<file path="src/rtl/rtl_settings_pkg.sv">
// Shared widths, types and helpers for the memory test read path.
// Latency: n/a (declarations only).
// Backpressure: n/a.
package rtl_settings_pkg;

  localparam int AMM_DATA_W = 512;
  localparam int DATA_B_W   = AMM_DATA_W / 8;
  localparam int ADDR_B_W   = $clog2(DATA_B_W);
  localparam int CMP_ADDR_W = 26;
  localparam int ADDR_W     = CMP_ADDR_W + ADDR_B_W;
  localparam int BURST_W    = 8;

  // Error address reporting granularity.
  typedef enum logic {
    BYTE = 1'b0,
    WORD = 1'b1
  } addr_type_t;

  localparam addr_type_t ADDR_TYPE = BYTE;

  typedef enum logic {
    FIX_DATA = 1'b0,
    RND_DATA = 1'b1
  } data_type_t;

  // Read-side compare descriptor produced by the read-request generator.
  typedef struct packed {
    logic                  trans_type;   // 1 = burst of words_count+1 words
    logic [BURST_W-1:0]    words_count;
    logic [CMP_ADDR_W-1:0] start_addr;   // word address
    logic [ADDR_B_W-1:0]   start_off;    // first enabled byte of first word
    logic [ADDR_B_W-1:0]   end_off;      // last enabled byte of last word
    data_type_t            ptrn_type;
    logic [7:0]            data_ptrn;
  } cmp_struct_t;

  typedef enum logic {
    IDLE  = 1'b0,
    CHECK = 1'b1
  } cmp_state_t;

  typedef struct packed {
    logic                  valid;
    logic [CMP_ADDR_W-1:0] word_addr;
    logic [DATA_B_W-1:0]   mask;
    logic [7:0]            exp;
    logic [AMM_DATA_W-1:0] data;
  } check_stage_t;

  // Galois LFSR step, polynomial x^8+x^6+x^5+x^4+1 (feedback mask 0x71).
  function automatic logic [7:0] lfsr8_next(input logic [7:0] s);
    lfsr8_next = {s[6:0], 1'b0} ^ (s[7] ? 8'h71 : 8'h00);
  endfunction

endpackage

</file>
<file path="src/rtl/check_vector.sv">
// Per-byte mismatch vector of a data word against one expected byte.
// Latency: combinational.
// Backpressure: none.
module check_vector
  import rtl_settings_pkg::*;
(
  input  logic [AMM_DATA_W-1:0] data_i,
  input  logic [DATA_B_W-1:0]   mask_i,
  input  logic [7:0]            exp_i,
  output logic [DATA_B_W-1:0]   vec_o
);

  // Only enabled bytes can flag a mismatch.
  always_comb begin
    vec_o = '0;
    for (int i = 0; i < DATA_B_W; i++) begin
      vec_o[i] = mask_i[i] && (data_i[i*8 +: 8] != exp_i);
    end
  end

endmodule

</file>
<file path="src/rtl/err_byte_find.sv">
// Finds the lowest flagged byte in a mismatch vector.
// Latency: combinational.
// Backpressure: none.
module err_byte_find
  import rtl_settings_pkg::*;
(
  input  logic [DATA_B_W-1:0] vec_i,
  output logic                found_o,
  output logic [ADDR_B_W-1:0] idx_o
);

  // Scan from the top down so the lowest set bit is the one left standing.
  always_comb begin
    found_o = |vec_i;
    idx_o   = '0;
    for (int i = DATA_B_W - 1; i >= 0; i--) begin
      if (vec_i[i]) begin
        idx_o = ADDR_B_W'(i);
      end
    end
  end

endmodule

</file>
<file path="src/rtl/read_data_checker_pipe.sv">
// Three-stage compare datapath: S0 capture, S1 byte compare, S2 error latch/counters.
// Latency: results visible 3 cycles after the beat enters S0.
// Backpressure: none; accepts one beat per cycle, clear_i flushes all stages.
module read_data_checker_pipe
  import rtl_settings_pkg::*;
#(
  parameter int CNT_W = 32
) (
  input  logic                  clk_i,
  input  logic                  rst_i,
  input  logic                  clear_i,
  input  check_stage_t          s0_i,
  output logic                  busy_o,
  output logic                  err_o,
  output logic [ADDR_W-1:0]     err_addr_o,
  output logic [7:0]            err_data_o,
  output logic [7:0]            err_exp_o,
  output logic [CNT_W-1:0]      words_checked_o,
  output logic [CNT_W-1:0]      err_cnt_o
);

  check_stage_t          s0_q, s0_d;
  logic                  s1_valid_q, s1_valid_d;
  logic [CMP_ADDR_W-1:0] s1_word_addr_q, s1_word_addr_d;
  logic [7:0]            s1_exp_q, s1_exp_d;
  logic [AMM_DATA_W-1:0] s1_data_q, s1_data_d;
  logic [DATA_B_W-1:0]   s1_vec_q, s1_vec_d;

  logic                  err_q, err_d;
  logic [ADDR_W-1:0]     err_addr_q, err_addr_d;
  logic [7:0]            err_data_q, err_data_d;
  logic [7:0]            err_exp_q, err_exp_d;
  logic [CNT_W-1:0]      words_q, words_d;
  logic [CNT_W-1:0]      err_cnt_q, err_cnt_d;

  logic [DATA_B_W-1:0]   vec;
  logic                  found;
  logic [ADDR_B_W-1:0]   err_byte;
  logic [ADDR_W-1:0]     cur_addr;

  check_vector u_check_vector (
    .data_i (s0_q.data),
    .mask_i (s0_q.mask),
    .exp_i  (s0_q.exp),
    .vec_o  (vec)
  );

  err_byte_find u_err_byte_find (
    .vec_i   (s1_vec_q),
    .found_o (found),
    .idx_o   (err_byte)
  );

  // S0 capture and S1 compare; a clear drops whatever is in flight.
  always_comb begin
    s0_d = s0_i;
    if (clear_i) begin
      s0_d.valid = 1'b0;
    end
    s1_valid_d     = s0_q.valid && !clear_i;
    s1_word_addr_d = s0_q.word_addr;
    s1_exp_d       = s0_q.exp;
    s1_data_d      = s0_q.data;
    s1_vec_d       = vec;
  end

  // Reported address of the offending byte (or word).
  always_comb begin
    if (ADDR_TYPE == BYTE) begin
      cur_addr = {s1_word_addr_q, err_byte};
    end else begin
      cur_addr = ADDR_W'(s1_word_addr_q);
    end
  end

  // S2: count every word, count erroneous words, latch only the first error.
  always_comb begin
    err_d      = err_q;
    err_addr_d = err_addr_q;
    err_data_d = err_data_q;
    err_exp_d  = err_exp_q;
    words_d    = words_q;
    err_cnt_d  = err_cnt_q;
    if (clear_i) begin
      err_d      = 1'b0;
      err_addr_d = '0;
      err_data_d = '0;
      err_exp_d  = '0;
      words_d    = '0;
      err_cnt_d  = '0;
    end else if (s1_valid_q) begin
      words_d = words_q + 1'b1;
      if (found) begin
        if (err_cnt_q != '1) begin
          err_cnt_d = err_cnt_q + 1'b1;
        end
        if (!err_q) begin
          err_d      = 1'b1;
          err_addr_d = cur_addr;
          err_data_d = s1_data_q[{err_byte, 3'b000} +: 8];
          err_exp_d  = s1_exp_q;
        end
      end
    end
  end

  // Pipeline and result registers.
  always_ff @(posedge clk_i or posedge rst_i) begin
    if (rst_i) begin
      s0_q           <= '0;
      s1_valid_q     <= 1'b0;
      s1_word_addr_q <= '0;
      s1_exp_q       <= '0;
      s1_data_q      <= '0;
      s1_vec_q       <= '0;
      err_q          <= 1'b0;
      err_addr_q     <= '0;
      err_data_q     <= '0;
      err_exp_q      <= '0;
      words_q        <= '0;
      err_cnt_q      <= '0;
    end else begin
      s0_q           <= s0_d;
      s1_valid_q     <= s1_valid_d;
      s1_word_addr_q <= s1_word_addr_d;
      s1_exp_q       <= s1_exp_d;
      s1_data_q      <= s1_data_d;
      s1_vec_q       <= s1_vec_d;
      err_q          <= err_d;
      err_addr_q     <= err_addr_d;
      err_data_q     <= err_data_d;
      err_exp_q      <= err_exp_d;
      words_q        <= words_d;
      err_cnt_q      <= err_cnt_d;
    end
  end

  assign busy_o          = s0_q.valid | s1_valid_q;
  assign err_o           = err_q;
  assign err_addr_o      = err_addr_q;
  assign err_data_o      = err_data_q;
  assign err_exp_o       = err_exp_q;
  assign words_checked_o = words_q;
  assign err_cnt_o       = err_cnt_q;

endmodule

</file>
<file path="config.mk">
export PLATFORM = sky130hd
export DESIGN_NAME = read_data_checker_pipe
export DESIGN_NICKNAME = d
export VERILOG_FILES = /design/src/rtl/rtl_settings_pkg.sv /design/src/rtl/check_vector.sv /design/src/rtl/err_byte_find.sv /design/src/rtl/read_data_checker_pipe.sv
export SDC_FILE = /design/constraint.sdc
export NUM_CORES = 2
export LEC_CHECK = 0
export BUFFER_PORTS_ARGS = -buffer_cell sky130_fd_sc_hd__buf_2
export CAP_MARGIN = 20
export CORE_MARGIN = 2
export CORE_UTILIZATION = 51
export DETAILED_ROUTE_END_ITERATION = 7
export MAX_ROUTING_LAYER = met4
export PLACE_DENSITY_LB_ADDON = 0.3
export SLEW_MARGIN = 10
export SYNTH_ARGS = -nofsm -noshare
export SYNTH_HDL_FRONTEND = slang
export SYNTH_SLANG_ARGS = --single-unit
</file>
<file path="constraint.sdc">
create_clock -name clk_i -period 47.6 [get_ports clk_i]
set_input_delay 9.52 -clock clk_i [delete_from_list [all_inputs] [get_ports clk_i]]
set_output_delay 9.52 -clock clk_i [all_outputs]
set_load 0.05 [all_outputs]
</file>
# Yosys cells after proc, flatten, opt, wreduce, memory -nomap -nowiden
# Cells that the tools add are included.
totals:
  wordCells: 245
  regBits: 1335
op_classes:
  bitwise_logic: 1
  add_sub_neg: 2
  shifts: 1
  n_mux: 86
  n_eq_ne: 66
  reduce_logical: 73
ops:
  columns: ["operator", "count"]
  rows:
  - ["$ne 8x8->1", 64]
  - ["$shiftx 512x10->8", 1]
  - ["$mux 6", 64]
  - ["$mux 32", 10]
  - ["$logic_and 1x1->1", 65]
  - ["$add 32x1->32 const B", 2]
  - ["$mux 8", 8]
  - ["$reduce_or 64->1", 1]
  - ["$ne 32x32->1 const B", 1]
  - ["$reduce_and 3->1", 2]
  - ["$reduce_bool 2->1", 3]
  - ["$mux 1", 4]
  - ["$ne 2x2->1 const B", 1]
  - ["$reduce_and 2->1", 1]
  - ["$logic_not 1->1", 1]
  - ["$or 1x1->1", 1]

# Depth between registers and ports, before layout
depth:
  word_depth: 69
  mapped_depth: 15
  ltp_nobuf: 11

# Cells and area by module
# From an unflattened synthesis, not the netlist that was laid out.
hier_totals:
  hier_cells: 2943
  hier_area_um2: 47221.5
modules_own_cells:
  columns: ["module", "cells_per_inst", "area_each_um2", "instances"]
  rows:
  - ["read_data_checker_pipe", 2038, 39923.3, 1]
  - ["check_vector", 760, 6411.1, 1]
  - ["err_byte_find", 145, 887.1, 1]

# Least setup slack after synthesis
# No wires, ideal clock.
synth_path:
  path_kind: "input to register"
  start: "input clear_i"
  end: "register err_data_q[6], in the netlist err_data_o[6]"
  setup_time_ps: 104
  t_required_ps: 47496
  stages: 6
  slack_ps: 36731
  n_path_buf: 1
  arrival_ps: 10765
  path_cell_list: "clkbuf_1 nor2_1 nand3_1 o221ai_1 a31oi_1 o41ai_2"
synth_via:
  elab_chain_len: 2
  elab_cells_between_ends: 5
synth_rtl:
  columns: ["element", "line", "rtl"]
  rows:
  - ["start: declaration", "read_data_checker_pipe.sv:11", "input logic clear_i,"]
  - ["$ne 2x2->1 (no line) or $reduce_bool 2->1 (tied branches)", null, null]
  - ["$reduce_and 3->1 (no line)", null, null]
  - ["end signal: assignment", "read_data_checker_pipe.sv:131", "err_data_q <= err_data_d;"]
  - ["end: declaration", "read_data_checker_pipe.sv:31", "logic [7:0] err_data_q, err_data_d;"]
# Parallel ways exist; a longest one is shown, timed or not.
# A chain may end at the register's enable or synchronous reset.

==> metrics <==
main combinational cell family by area after synthesis XOR/XNOR gates; Die X 310.6 um; mux share of post-synthesis cell area 1.775%; r2r setup slk 42,100 ps; status complete, no violations; antenna-violating nets left 0; crit path DAT roughly 13,000 ps; average wire per standard cell 27.24 um; CTS tree built; CP startpoint rst_i; die height around 310 um; postcts setup bufs 0; Worst VDD drop 0.03283 mV; vias in the first global route 32.88k; max-cap check violation count 0; initial drt markers roughly 3.1k; Worst setup EP type asynchronous set/reset pin; Max clock buf depth 3; post-synth top area share 69.68%; Compound-Gate Fraction of Synth Area roughly 7.9%; via density per instance roughly 5.7; FF-to-FF path depth 13; drt first pass iters 5; Post-CTS Resized 0; Syn Nets roughly 4k; Critical Path Fanout Max approximately 130; Layout Nets 4,821; CTS Root Cell clkbuf_16; synthesized flop and latch total ~1.3k; Leak 0.02643 uW; r2r endpoint err_data_o[3]; Max Clk Rate about 80 MHz; Syn Inst Count about 3.5k; synthesized area per cell around 14 um2; gpl congestion around 0.95; layout cell share with drive strength beyond 1 25.38%; Residual DRC 0; TNS Setup 0 ps; gr usage total between 30% and 40%; number of synthesized flops with an enable pin 0; Hold Path Sink s1_word_addr_q[23]; register area share after synthesis roughly 70%; die area 0.09647 mm2; async set-reset flop share out of synthesis 100.0%; leading cell type by number of instances after synthesis dfrtp_1; Post-Syn Area 0.04794 mm2; CTS sink cnt roughly 1.3k; gr ovfl total 0; Simple-Gate Fraction of Synth Area roughly 8.5%; XOR/XNOR Fraction of Synth Area roughly a tenth; Slew @ Worst Pin ~1400 ps; Critical Path RT between 40,000 and 50,000 ps; final setup violating endpoints 0; Yosys top cell by area dfrtp_1; fin crit share 26.28%; total power roughly 2500 uW; CTS Hold Bufs 0; WL final approximately 150,000 um; clk_lat worst skew 770 ps; Post-Synth Adder-Cell Area less than 1%; Reg-to-Reg Start s1_vec_q[9]; main flop type after synthesis dfrtp_1; largest net degree at the start of global routing between 150 and 200; slew margin rel. roughly 5.8%; number of buffers created by CTS ~140; H-tree depth 4; RSZ-0062 raised after global routing no; first-pass GRT wire length between 200,000 and 250,000 um; Startpoint Class input pin; Initial Util about 50%; synthesis-to-layout area growth 20.45%; core footprint approximately 0.093 mm2; initial antenna violation count 27; vias 31.82k; top post-synthesis cells by count dfrtp_1, xor2_1, nand2_1; Max Slew Vio Count 0; HP Class reg2reg; Site Rows between 100 and 150; min Tclk post-route about 13,000 ps; Yosys cell types 80; synth top area cells dfrtp_1, xor2_1, nor4_1, nand2_1, a21oi_1; Top Ports between 700 and 800; Fin. Hold Viols 0; Clock Skew around 40 ps; Yosys warning count 0; PwrDens ~44 mW/mm2; IO Port Bufs slightly above 700; clk slew on worst S/H paths ~60 ps; critical path class in2async; Hold Path Origin s1_word_addr_d[23]; DP HPWL around 110,000 um; hold path depth 0
## per-layer routing
| layer | up-vias | track usage, % | share of wire, % |
|---|---|---|---|
| li1 | 13550 | - | - |
| met4 | 0 | 13.31 | 4.4 |
| met5 | - | - | 0 |
| met3 | 358 | 7.585 | 8.3 |
| met1 | 16300 | 42.52 | 40 |
| met2 | 1611 | 49.99 | 47 |
## stage by stage
stage / cell area, um2 / utilization, % / setup slack, ps / std cells / hold WS [ps]
2_1_floorplan: 47940 / - / 445.8 / 3465 / 331.2
3_3_place_gp: 52840 / 56.70 / 33960 / 5317 / 332.1
3_5_place_dp: 52840 / 56.70 / 33920 / 5318 / 334.7
4_1_cts: 57640 / 61.85 / 34690 / 5566 / 348.5
5_1_grt: 57730 / 61.95 / 34500 / 5582 / 356.4
6_report: 57740 / 61.96 / 35090 / 5586 / 346.4
## logic make-up (layout without fill, tap and decap cells)
family                     after synthesis  after routing
DFF                                   1335           1335
and+or+nand+nor                        773            773
xor gates and xnor gates               561            561
AOI/OAI and AO/OA                      505            505
buffers and inverters                  207           1056
muxes                                   82             82
adders and majority gates                2              2
other                                    0             18
## cell usage in the layout (no fill, tap or decap), drive strengths merged, types with 7 or more instances in the layout
master and n:
a21oi 123, o31a 8, clkbuf 191, buf 780
a2bb2oi 18, mux2 24, o21ai 50, a32o 17
a31oi 11, dfrtp 1335, nor2b 22, or4 7
nand4 31, and3 57, xnor2 14, diode 18
o211ai 9, a311oi 17, nand3 107, or3 17
nor2 104, nor4 160, mux2i 58, clkinv 34
nand2 200, nor3 40, a32oi 23, a2111oi 40
o2111a 31, xor2 547, o221a 7, a221oi 7
a21o 11, a21boi 65, inv 34, o22ai 8
bufinv 11, a211oi 14
## registers in the layout, indices dropped and copies added (netlist names)
signal	cells
s1_data_d	512
s1_data_q	512
s0_q	65
s1_vec_q	64
err_addr_o	32
err_cnt_o	32
words_checked_o	32
s1_word_addr_d	26
s1_word_addr_q	26
err_data_o	8
err_exp_o	8
s1_exp_d	8
s1_exp_q	8
err_o	1
s1_valid_q	1
## worst max-delay path: stages
cell	delay (ps)
buf_2	130
inv_8	600
buf_4	730
buf_4	720
buf_4	720
buf_4	510
buf_16	300
## layout make-up
| class | instances | area, um2 |
|---|---|---|
| Multi-Input combinational cell | 1923 | 13690 |
| Timing Repair Buffer | 780 | 4089 |
| Inverter | 28 | 112.6 |
| Tap cell | 1254 | 1569 |
| Clock buffer | 191 | 3994 |
| Sequential cell | 1335 | 33440 |
| Antenna cell | 18 | 45.04 |
| Fill cell | 7050 | 35450 |
| Clock inverter | 57 | 804.5 |
## worst max path at each step
stage                     slack [ps]        endpoint
after detailed placement       33920  s1_data_d[280]
after floorplan                  450   err_addr_o[0]
after global placement         33960  s1_data_d[280]
after global routing           34500  s1_data_d[284]
after CTS                      34690  s1_data_d[284]
final                          35090  s1_data_d[316]
## power by group
part / total (uW) / switching, uW / internal [uW]
logic: 183 / 119 / 63.7
registers: 1230 / 44.2 / 1190
clock network: 1110 / 459 / 654
No activity file was read; power rests on OpenSTA's default activity.
